[src/rtl/riscv_pkg.sv]
// Shared constants and types for the MEM stage: func3 encodings, the
// memory-handshake state and the MEM/WB bundle.
package riscv_pkg;

    localparam logic [2:0] F3_LB   = 3'b000;
    localparam logic [2:0] F3_LH   = 3'b001;
    localparam logic [2:0] F3_LW   = 3'b010;
    localparam logic [2:0] F3_LBU  = 3'b100;
    localparam logic [2:0] F3_LHU  = 3'b101;

    localparam logic [2:0] F3_SB   = 3'b000;
    localparam logic [2:0] F3_SH   = 3'b001;
    localparam logic [2:0] F3_SW   = 3'b010;

    localparam logic [2:0] F3_BEQ  = 3'b000;
    localparam logic [2:0] F3_BNE  = 3'b001;
    localparam logic [2:0] F3_BLT  = 3'b100;
    localparam logic [2:0] F3_BGE  = 3'b101;
    localparam logic [2:0] F3_BLTU = 3'b110;
    localparam logic [2:0] F3_BGEU = 3'b111;

    typedef enum logic [0:0] {
        IDLE = 1'b0,
        WAIT = 1'b1
    } mem_state_t;

    typedef struct packed {
        logic        valid;
        logic        reg_write;
        logic        mem_to_reg;
        logic        misalign;
        logic [31:0] result;
        logic [31:0] mem_data;
        logic [4:0]  rd;
    } mem_wb_t;

    // EX supplies less_than already signed or unsigned to match the opcode.
    function automatic logic branch_cond(input logic [2:0] func3,
                                         input logic       zero,
                                         input logic       less_than);
        logic taken;
        case (func3)
            F3_BEQ:           taken = zero;
            F3_BNE:           taken = !zero;
            F3_BLT, F3_BLTU:  taken = less_than;
            F3_BGE, F3_BGEU:  taken = !less_than;
            default:          taken = 1'b0;
        endcase
        return taken;
    endfunction

endpackage

[src/rtl/load_store_align.sv]
// Combinational lane steering: store byte enables / replicated data,
// alignment check, and sign/zero-extended load extraction.
module load_store_align
    import riscv_pkg::*;
(
    input  logic [2:0]  func3,
    input  logic [1:0]  addr_lo,
    input  logic [31:0] store_data,
    input  logic [31:0] rdata,
    output logic [3:0]  be,
    output logic [31:0] wdata,
    output logic        misaligned,
    output logic [31:0] load_data
);

    logic [7:0]  byte_lane;
    logic [15:0] half_lane;

    // Alignment depends only on access size in func3[1:0].
    always_comb begin
        misaligned = 1'b0;
        case (func3[1:0])
            2'b01:   misaligned = addr_lo[0];
            2'b10:   misaligned = (addr_lo != 2'b00);
            default: misaligned = 1'b0;
        endcase
    end

    // Store steering; replicated data lets memory ignore the lane position.
    always_comb begin
        be    = 4'b1111;
        wdata = store_data;
        case (func3[1:0])
            2'b00: begin
                be    = 4'b0001 << addr_lo;
                wdata = {4{store_data[7:0]}};
            end
            2'b01: begin
                be    = addr_lo[1] ? 4'b1100 : 4'b0011;
                wdata = {2{store_data[15:0]}};
            end
            default: begin
                be    = 4'b1111;
                wdata = store_data;
            end
        endcase
    end

    // Load lane selection and extension.
    always_comb begin
        case (addr_lo)
            2'b00:   byte_lane = rdata[7:0];
            2'b01:   byte_lane = rdata[15:8];
            2'b10:   byte_lane = rdata[23:16];
            2'b11:   byte_lane = rdata[31:24];
            default: byte_lane = rdata[7:0];
        endcase
        half_lane = addr_lo[1] ? rdata[31:16] : rdata[15:0];
        case (func3)
            F3_LB:   load_data = {{24{byte_lane[7]}}, byte_lane};
            F3_LBU:  load_data = {24'h00_0000, byte_lane};
            F3_LH:   load_data = {{16{half_lane[15]}}, half_lane};
            F3_LHU:  load_data = {16'h0000, half_lane};
            default: load_data = rdata;
        endcase
    end

endmodule

[src/rtl/mem_access_stage.sv]
// RISC-V MEM stage: handshaked data-memory access with upstream stall,
// branch/jump redirect, and the MEM/WB pipeline register.
module mem_access_stage
    import riscv_pkg::*;
(
    input  logic        clk,
    input  logic        rst,
    input  logic        valid_in_mem,
    input  logic [31:0] result_in_mem,
    input  logic [31:0] rd_data_2_in_mem,
    input  logic [31:0] jal_target_in_mem,
    input  logic        zero_in_mem,
    input  logic        less_than_in_mem,
    input  logic        mem_read_in_mem,
    input  logic        mem_write_in_mem,
    input  logic        mem_to_reg_in_mem,
    input  logic        reg_write_in_mem,
    input  logic        branch_in_mem,
    input  logic        jump_in_mem,
    input  logic [4:0]  rd_in_mem,
    input  logic [2:0]  func3_in_mem,
    output logic        dmem_req,
    output logic        dmem_we,
    output logic [31:0] dmem_addr,
    output logic [31:0] dmem_wdata,
    output logic [3:0]  dmem_be,
    input  logic [31:0] dmem_rdata,
    input  logic        dmem_ack,
    output logic        stall_out_mem,
    output logic        pc_src_out_mem,
    output logic [31:0] pc_target_out_mem,
    output logic        valid_out_mem_wb,
    output logic        reg_write_out_mem_wb,
    output logic        mem_to_reg_out_mem_wb,
    output logic        misalign_out_mem_wb,
    output logic [31:0] result_out_mem_wb,
    output logic [31:0] mem_data_out_mem_wb,
    output logic [4:0]  rd_out_mem_wb
);

    mem_state_t  state;
    mem_state_t  state_next;
    mem_wb_t     mem_wb;
    logic [3:0]  be;
    logic [31:0] wdata;
    logic [31:0] load_data;
    logic        misaligned;
    logic        access;
    logic        bad_access;
    logic        mem_op;

    load_store_align u_align (
        .func3      (func3_in_mem),
        .addr_lo    (result_in_mem[1:0]),
        .store_data (rd_data_2_in_mem),
        .rdata      (dmem_rdata),
        .be         (be),
        .wdata      (wdata),
        .misaligned (misaligned),
        .load_data  (load_data)
    );

    assign access     = valid_in_mem && (mem_read_in_mem || mem_write_in_mem);
    assign bad_access = access && misaligned;
    assign mem_op     = access && !misaligned;

    // Gating with rst drops an in-flight request the moment reset hits.
    assign dmem_req      = !rst && ((state == WAIT) || mem_op);
    assign dmem_we       = dmem_req && mem_write_in_mem;
    assign dmem_addr     = {result_in_mem[31:2], 2'b00};
    assign dmem_wdata    = wdata;
    assign dmem_be       = dmem_req ? be : 4'b0000;
    assign stall_out_mem = dmem_req && !dmem_ack;

    assign pc_src_out_mem = !rst && valid_in_mem && !stall_out_mem &&
                            (jump_in_mem ||
                             (branch_in_mem &&
                              branch_cond(func3_in_mem, zero_in_mem, less_than_in_mem)));
    assign pc_target_out_mem = jal_target_in_mem;

    // Handshake state: leave IDLE only when a request goes unanswered.
    always_comb begin
        state_next = state;
        case (state)
            IDLE: begin
                if (mem_op && !dmem_ack) state_next = WAIT;
                else                     state_next = IDLE;
            end
            WAIT: begin
                if (dmem_ack) state_next = IDLE;
                else          state_next = WAIT;
            end
            default: state_next = IDLE;
        endcase
    end

    // State register.
    always_ff @(posedge clk or posedge rst) begin
        if (rst) state <= IDLE;
        else     state <= state_next;
    end

    // MEM/WB register; a stall inserts a bubble while data fields hold.
    always_ff @(posedge clk or posedge rst) begin
        if (rst) begin
            mem_wb <= '0;
        end else if (stall_out_mem) begin
            mem_wb.valid     <= 1'b0;
            mem_wb.reg_write <= 1'b0;
            mem_wb.misalign  <= 1'b0;
        end else begin
            mem_wb.valid      <= valid_in_mem;
            mem_wb.reg_write  <= valid_in_mem && reg_write_in_mem && !bad_access;
            mem_wb.mem_to_reg <= mem_to_reg_in_mem;
            mem_wb.misalign   <= bad_access;
            mem_wb.result     <= result_in_mem;
            mem_wb.rd         <= rd_in_mem;
            if (dmem_req && !mem_write_in_mem) mem_wb.mem_data <= load_data;
            else                               mem_wb.mem_data <= mem_wb.mem_data;
        end
    end

    assign valid_out_mem_wb      = mem_wb.valid;
    assign reg_write_out_mem_wb  = mem_wb.reg_write;
    assign mem_to_reg_out_mem_wb = mem_wb.mem_to_reg;
    assign misalign_out_mem_wb   = mem_wb.misalign;
    assign result_out_mem_wb     = mem_wb.result;
    assign mem_data_out_mem_wb   = mem_wb.mem_data;
    assign rd_out_mem_wb         = mem_wb.rd;

endmodule

[config.mk]
export PLATFORM = sky130hd
export DESIGN_NAME = mem_access_stage
export DESIGN_NICKNAME = d
export VERILOG_FILES = /design/src/rtl/riscv_pkg.sv /design/src/rtl/load_store_align.sv /design/src/rtl/mem_access_stage.sv
export SDC_FILE = /design/constraint.sdc
export NUM_CORES = 1
export LEC_CHECK = 0
export ABC_AREA = 0
export CAP_MARGIN = 0
export CELL_PAD_IN_SITES_DETAIL_PLACEMENT = 1
export CELL_PAD_IN_SITES_GLOBAL_PLACEMENT = 1
export CORE_UTILIZATION = 24
export DETAILED_ROUTE_END_ITERATION = 8
export PLACE_DENSITY = 0.89
export SLEW_MARGIN = 30
export SYNTH_ARGS = -nofsm -noshare
export SYNTH_HDL_FRONTEND = slang
export SYNTH_SLANG_ARGS = --single-unit
[constraint.sdc]
create_clock -name clk -period 3.15 [get_ports clk]
set_clock_uncertainty 0.05 [all_clocks]
set_input_delay 0.63 -clock clk [delete_from_list [all_inputs] [get_ports clk]]
set_output_delay 0.63 -clock clk [all_outputs]
set_load 0.005 [all_outputs]
==> run metrics, run 1 <==
status finished, violations left; failing checks DRC; H-Tree Depth 3; starting density of the core 24.6%; WL per Instance 18.4 µm; Total Wirelength 16300 µm; number of global-route vias before repair 4205; fmax 324 MHz; Global Route Usage Sum 17.1%; Worst-Skew Late Latency 0.34 ns; placed cells 867; Post-Syn Instances 444; Final Net Count 803; Die Y 138 µm; Lkg Pwr 3.02 nW; CTS tree done; VDD IR max 0.207 mV; Hold Vio Cnt, Final 0; Initial DRC Count 158; clk slew on worst S/H paths 0.06 ns; core region area 18100 µm²; R2R setup slack 1.31 ns; DR DRC count 30; mapped cell area 4450 µm²; row count 49; TritonRoute pass-1 iters 6; grt ovf 0; Hold WC Path Type register to register; initial antenna violation count 1; worst path required time 2.47 ns; diodes inserted 0; via count 4036; clock sinks 74; RR Endpoint result_out_mem_wb[20]; sequential cell area fraction in the yosys report 41.7%; GPL Wtd Cong 0.753; Ys Warns 0; clock tree buffer depth 2; Die W 138 µm; crit path max fanout 3; min-delay src result_out_mem_wb[28]; CTS buffer count 9; r2r startpoint state; Yosys cell types 43; Max Cap Violations 0; final setup fails 0; Top FF cell, synth dfrtp_1; maximum number of pins on one net before global-route repair 75; cts-stage hold buffer count 0; unrepaired setup endpoints after global routing yes; Synth Register Bits 74; Final Power 3.41 mW; hold path endpoint result_out_mem_wb[28]; Slew Viols, Final 0; kind of critical path input port to output port; fin crit period 3.09 ns; Final HPWL DP 13000 µm; EDFF count, synth 0; Via-to-Cell Ratio 4.57; CP Launch Type input port; pwr dens 470 nW/µm²; fin worst setup slack 0.0648 ns; worst slack, placed -0.372 ns; FF-to-FF path depth 5; first-pass GRT wire length 24800 µm; Synth async-reset ratio 100%; DRT antenna net count 0; root buffer cell clkbuf_16; WHS Path Cells 1; # port buffers 258; I/O pin total 325; Avg Inst Size Synth 10.0 µm²; fin crit share 97.9%; Die ar. 19100 µm²; Area growth syn-to-layout 63.3%; Worst Hold Slack 0.435 ns; Worst Setup End Kind output port; share of cells above drive strength 1 17.4%; Layout Cells excl Fill 884; Data arrival, critical path 2.41 ns
worst max path at each step:
stage               cells after the start        endpoint             start  slack [ns]
global placement                        9  pc_src_out_mem   func3_in_mem[0]       -0.32
detailed placement                      9  pc_src_out_mem   func3_in_mem[1]       -0.37
global route                            9  dmem_wdata[15]   func3_in_mem[0]      -0.003
floorplan                               8  pc_src_out_mem   func3_in_mem[1]        0.29
CTS                                     9   dmem_wdata[9]   func3_in_mem[0]        0.04
finish                                  8   stall_out_mem  result_in_mem[1]        0.06
metrics by stage:
stage          setup TNS (ns)  cell area [µm²]  util (%)
6_report                    0             7260      40.1
5_1_grt              -0.00257             7260      40.1
4_1_cts                     0             7230      40.0
3_5_place_dp            -4.86             6910      38.2
3_3_place_gp            -3.55             6910      38.2
2_1_floorplan               0             4450         -
logic make-up after synthesis:
family / after synthesis / synth area share [%]
buffers and inverters: 110 / 17.0
adders and majority gates: 5 / 1.41
and+or+nand+nor: 104 / 10.8
other: 1 / 0.0844
DFF: 74 / 41.7
muxes: 60 / 15.1
AOI/OAI and AO/OA: 90 / 14.0
report_power, final:
part	total [mW]	switching, mW	internal [mW]
sequential	1.22	0.0934	1.12
combinational	1.14	0.415	0.720
clock	1.06	0.420	0.640
total	3.41	0.928	2.48
critical path, stage by stage:
cell and delay, ns:
clkdlybuf4s50_1 0.54, o21ai_1 0.09, a21bo_2 0.23, buf_4 0.14
a21oi_4 0.14, buf_4 0.14, inv_1 0.03, clkdlybuf4s50_1 0.45
cells in the mapped netlist (2+ instances only):
| library cell | count | area (µm²) |
|---|---|---|
| nor3b_1 | 8 | 60.1 |
| a21oi_1 | 20 | 100 |
| a32oi_1 | 7 | 61.3 |
| o21ai_0 | 2 | 10.0 |
| a22oi_1 | 8 | 60.1 |
| a2bb2oi_1 | 7 | 61.3 |
| dfrtp_1 | 74 | 1850 |
| a31oi_1 | 24 | 150 |
| and2_1 | 2 | 12.5 |
| buf_2 | 6 | 30.0 |
| o22ai_1 | 2 | 12.5 |
| buf_6 | 5 | 56.3 |
| nor3_2 | 2 | 20.0 |
| buf_4 | 79 | 593 |
| mux2_2 | 41 | 462 |
| nor2b_1 | 3 | 18.8 |
| inv_1 | 7 | 26.3 |
| nor3_1 | 3 | 15.0 |
| mux2i_1 | 6 | 60.1 |
| nor2_1 | 41 | 154 |
| mux2_1 | 12 | 135 |
| nand2b_1 | 3 | 18.8 |
| o21ai_1 | 4 | 20.0 |
| a22o_1 | 8 | 70.1 |
| nand2_1 | 36 | 135 |
| o21a_1 | 3 | 22.5 |
| ha_1 | 5 | 62.6 |
| clkbuf_1 | 11 | 41.3 |
metal layers:
| layer | GRT usage, % | vias to the layer above | share of wire [%] |
|---|---|---|---|
| met5 | 0 | - | 0.055 |
| met4 | 7.27 | 2 | 2.4 |
| met3 | 3.81 | 35 | 6.3 |
| met2 | 31.1 | 152 | 52 |
| met1 | 19.2 | 1951 | 39 |
| li1 | - | 1896 | - |
what timing repair did:
action / in CTS / in global routing
endpoints found under the setup margin: 24 / 5
pin swaps: 3 / 3
setup buffers: 1 / 0
gates resized for setup: 11 / 10
state kept, by name, summed over array words and instances, names as in the netlist:
name and cells:
reg_write_out_mem_wb 1, state 1, valid_out_mem_wb 1, rd_out_mem_wb 5, mem_to_reg_out_mem_wb 1, misalign_out_mem_wb 1, mem_data_out_mem_wb 32, result_out_mem_wb 32
layout make-up:
cell class | count | area, µm²
clock buffer | 11 | 243
timing repair buffer | 297 | 2920
inverter | 7 | 27.5
multi-input combinational | 261 | 1870
clock inverter | 5 | 62.6
tap | 229 | 287
sequential | 74 | 1850
fill | 2049 | 10800
cell usage in the layout, fill, tap and decap left out, types with 3 or more instances in the layout:
| cell type | netlist | routed |
|---|---|---|
| ha_1 | 5 | 5 |
| a32oi_1 | 7 | 7 |
| a22oi_1 | 8 | 8 |
| a31oi_1 | 24 | 24 |
| mux2i_1 | 6 | 6 |
| dfrtp_1 | 74 | 74 |
| mux2_1 | 12 | 12 |
| nor3b_1 | 8 | 8 |
| buf_12 | 0 | 3 |
| dlymetal6s2s_1 | 0 | 4 |
| clkdlybuf4s50_1 | 0 | 249 |
| nor3_1 | 3 | 3 |
| a21oi_1 | 20 | 18 |
| a2bb2oi_1 | 7 | 7 |
| inv_1 | 7 | 4 |
| clkbuf_16 | 0 | 9 |
| nand2_1 | 36 | 36 |
| nand2b_1 | 3 | 3 |
| o21ai_1 | 4 | 4 |
| o21a_1 | 3 | 3 |
| nor2_1 | 41 | 39 |
| mux2_2 | 41 | 41 |
| nor2b_1 | 3 | 3 |
| a22o_1 | 8 | 8 |
| dlygate4sd2_1 | 0 | 4 |
| buf_4 | 79 | 35 |
Note: power is estimated with default switching activity, not from simulation.
==> run 2, diff against run 1 <==
CAP_MARGIN = not set   (was 0)
==> results of run 2 <==
The final DEF is identical to that of run 1; final timing and power are the same.
==> run 3, diff against run 2 <==
CTS_CLUSTER_DIAMETER = 60   (was not set)
RECOVER_POWER = 25   (was not set)
==> run 3 against run 2 <==
- the flow finishes with violations (DRC, capacitance limit, slew limit)
- critical path depth unchanged
- clock-buffer cell count stayed put
- via count fell by 0.15%
- combinational power about the same
- core utilization decreased by 0.083 points
- critical endpoint unchanged
==> run metrics, run 3 (synthesized netlist as in run 1, its figures left out) <==
Comb power frac 33.2% (was 33.3%); sw frac 27.2% (about the same); number of global-route vias before repair 4205 (unchanged); initial antenna violation count 1 (unchanged); clock sinks 74 (unchanged); grt ovf 0 (unchanged); fillcell total 2051 (was 2049); WL per Instance 18.4 µm (about the same); Slew headroom -28.2%; VDD IR max 0.207 mV (about the same); Worst Max-Slew Pin Slew 1.92 ns; row count 49 (unchanged); Die ar. 19100 µm² (unchanged); fin crit period 3.08 ns (was 3.09 ns); Lkg Pwr 3.01 nW (was 3.02 nW); Final HPWL DP 13000 µm (unchanged); Final Net Count 803 (unchanged); placed cells 867 (unchanged); Area growth syn-to-layout 63.0% (was 63.3%); crit path max fanout 3 (unchanged); worst-path cell chain clkdlybuf4s50_1 > o21ai_1 > a21bo_2 > buf_4 > a21oi_4 > buf_4 > inv_1 > clkdlybuf4s50_1 (unchanged); gr busiest metal met2 (unchanged); root buffer cell clkbuf_16 (unchanged); CTS buffer count 9 (unchanged); CTS tree done (unchanged); first-pass GRT wire length 24800 µm (unchanged); Die Y 138 µm (unchanged); Global Route Usage Sum 17.1% (unchanged); met2 Resource Use GR 31.1% (unchanged); pwr dens 470 nW/µm² (about the same); WHS Path Cells 1 (unchanged); setup TNS 0 ns (unchanged); Bufs and invs on worst path 5 (unchanged); Hold WC Path Type register to register (unchanged); status finished, violations left (unchanged); critical path's slowest cell clkdlybuf4s50_1 (unchanged); share of cells above drive strength 1 17.4% (unchanged); DR DRC count 30 (unchanged); Worst-Skew Late Latency 0.34 ns (about the same); Slew Viols, Final 75 (was 0); fmax 325 MHz (was 324 MHz); Worst Setup End Kind output port (unchanged); CP max stage delay 0.53 ns (was 0.54 ns); CP Launch Type input port (unchanged); worst path required time 2.47 ns (about the same); FF-to-FF path depth 5 (unchanged); Layout Cells excl Fill 884 (unchanged); failing checks DRC, capacitance limit, slew limit (was DRC); core region area 18100 µm² (unchanged); CP Depth 8 (unchanged); unrepaired setup endpoints after global routing yes (unchanged); fin crit share 97.6% (was 97.9%); most frequent cells in the layout clkdlybuf4s50_1, dfrtp_1, mux2_2 (unchanged); diodes inserted 0 (unchanged); clk slew on worst S/H paths 0.06 ns (about the same); Max Cap Violations 1 (was 0); Total Wirelength 16300 µm (about the same); maximum number of pins on one net before global-route repair 75 (unchanged); Hold Vio Cnt, Final 0 (unchanged); clock tree buffer depth 2 (unchanged); Top Family by Delay on Critical Path buffers and inverters (unchanged); cts-stage hold buffer count 0 (unchanged); starting density of the core 24.6% (unchanged); Clock Power Share 31.0% (about the same); kind of critical path input port to output port (unchanged); M3 GR Usage 3.81% (unchanged); DRT antenna net count 0 (unchanged); sequential share of power 35.7% (about the same); Via-to-Cell Ratio 4.56 (was 4.57); final setup fails 0 (unchanged); I/O pin total 325 (unchanged); Initial DRC Count 138 (was 158); Sw Pwr 0.925 mW (was 0.928 mW); Die W 138 µm (unchanged); H-Tree Depth 3 (unchanged); Data arrival, critical path 2.40 ns (was 2.41 ns); commonest non-fill, non-tap cell in the layout clkdlybuf4s50_1 (unchanged); TritonRoute pass-1 iters 6 (unchanged); Internal 2.48 mW (about the same); M1 GR Usage 19.2% (unchanged); via count 4030 (was 4036); # port buffers 258 (unchanged); GPL Wtd Cong 0.753 (unchanged)
==> run 3: cell count changes in the layout (fill, tap and decap cells not counted), sizes merged <==
cell,before,now
buf,39,38
clkbuf,11,12
clkinv,2,1
clkinvlp,2,3
==> run 3: power by group through the flow <==
stage | combinational [mW] | clock (mW) | sequential (mW)
3_5_place_dp | 1.15 | 0 | 1.24
3_3_place_gp | 1.12 | 0 | 1.23
6_report | 1.13 | 1.06 | 1.22
5_1_grt | 1.22 | 1.13 | 1.24
4_1_cts | 1.15 | 1.10 | 1.22
2_1_floorplan | 0.426 | 0 | 1.24
==> run 3: per-stage QoR <==
step	setup slack, ns	hold slack (ns)	instance area (µm²)	power, mW	utilization, %
4_1_cts	0.0384	0.444	7230	3.47	40.0
6_report	0.0748	0.435	7240	3.41	40.1
3_3_place_gp	-0.324	0.418	6910	2.35	38.2
5_1_grt	-0.00257	0.454	7240	3.59	40.1
3_5_place_dp	-0.372	0.429	6910	2.38	38.2
2_1_floorplan	0.285	0.433	4450	1.67	-
==> run 3: path summary, 6_finish.rpt <==
check	from	endpoint	slack, ns
worst min-delay path	result_out_mem_wb[28]	result_out_mem_wb[28]	0.44
worst min register to register	result_out_mem_wb[28]	result_out_mem_wb[28]	0.44
worst max register to register	state	result_out_mem_wb[20]	1.32
max in group asynchronous	rst	result_out_mem_wb[19]	0.45
min in group asynchronous	rst	reg_write_out_mem_wb	1.45
worst max-delay path	result_in_mem[1]	stall_out_mem	0.07
==> run 3: metal layers <==
layer,part of all wire (%),vias up
met5,0.055,-
met4,2.2,2
met3,6.3,32
met2,53,150
met1,39,1952
li1,-,1894
==> run 3: area by class of cell <==
type	count	area, µm²	area share (%)
clock buffer	11	243	3.35
clock inverter	5	62.6	0.864
inverter	7	27.5	0.380
multi-input combinational	261	1870	25.8
sequential	74	1850	25.6
tap	229	287	3.96
timing repair buffer	297	2910	40.1
==> run 3: timing repair <==
action | CTS | global route
setup buffers | 1 | 0
setup endpoints to repair | 24 | 5
resized for setup | 11 | 10
pin swaps | 3 | 3
==> run 3: worst register-to-register path: stages, from the launching register on <==
cell and delay, ns:
dfrtp_1 0.40, nor3b_2 0.19, a21oi_4 0.15, buf_4 0.14, buf_4 0.37, mux2_2 0.42
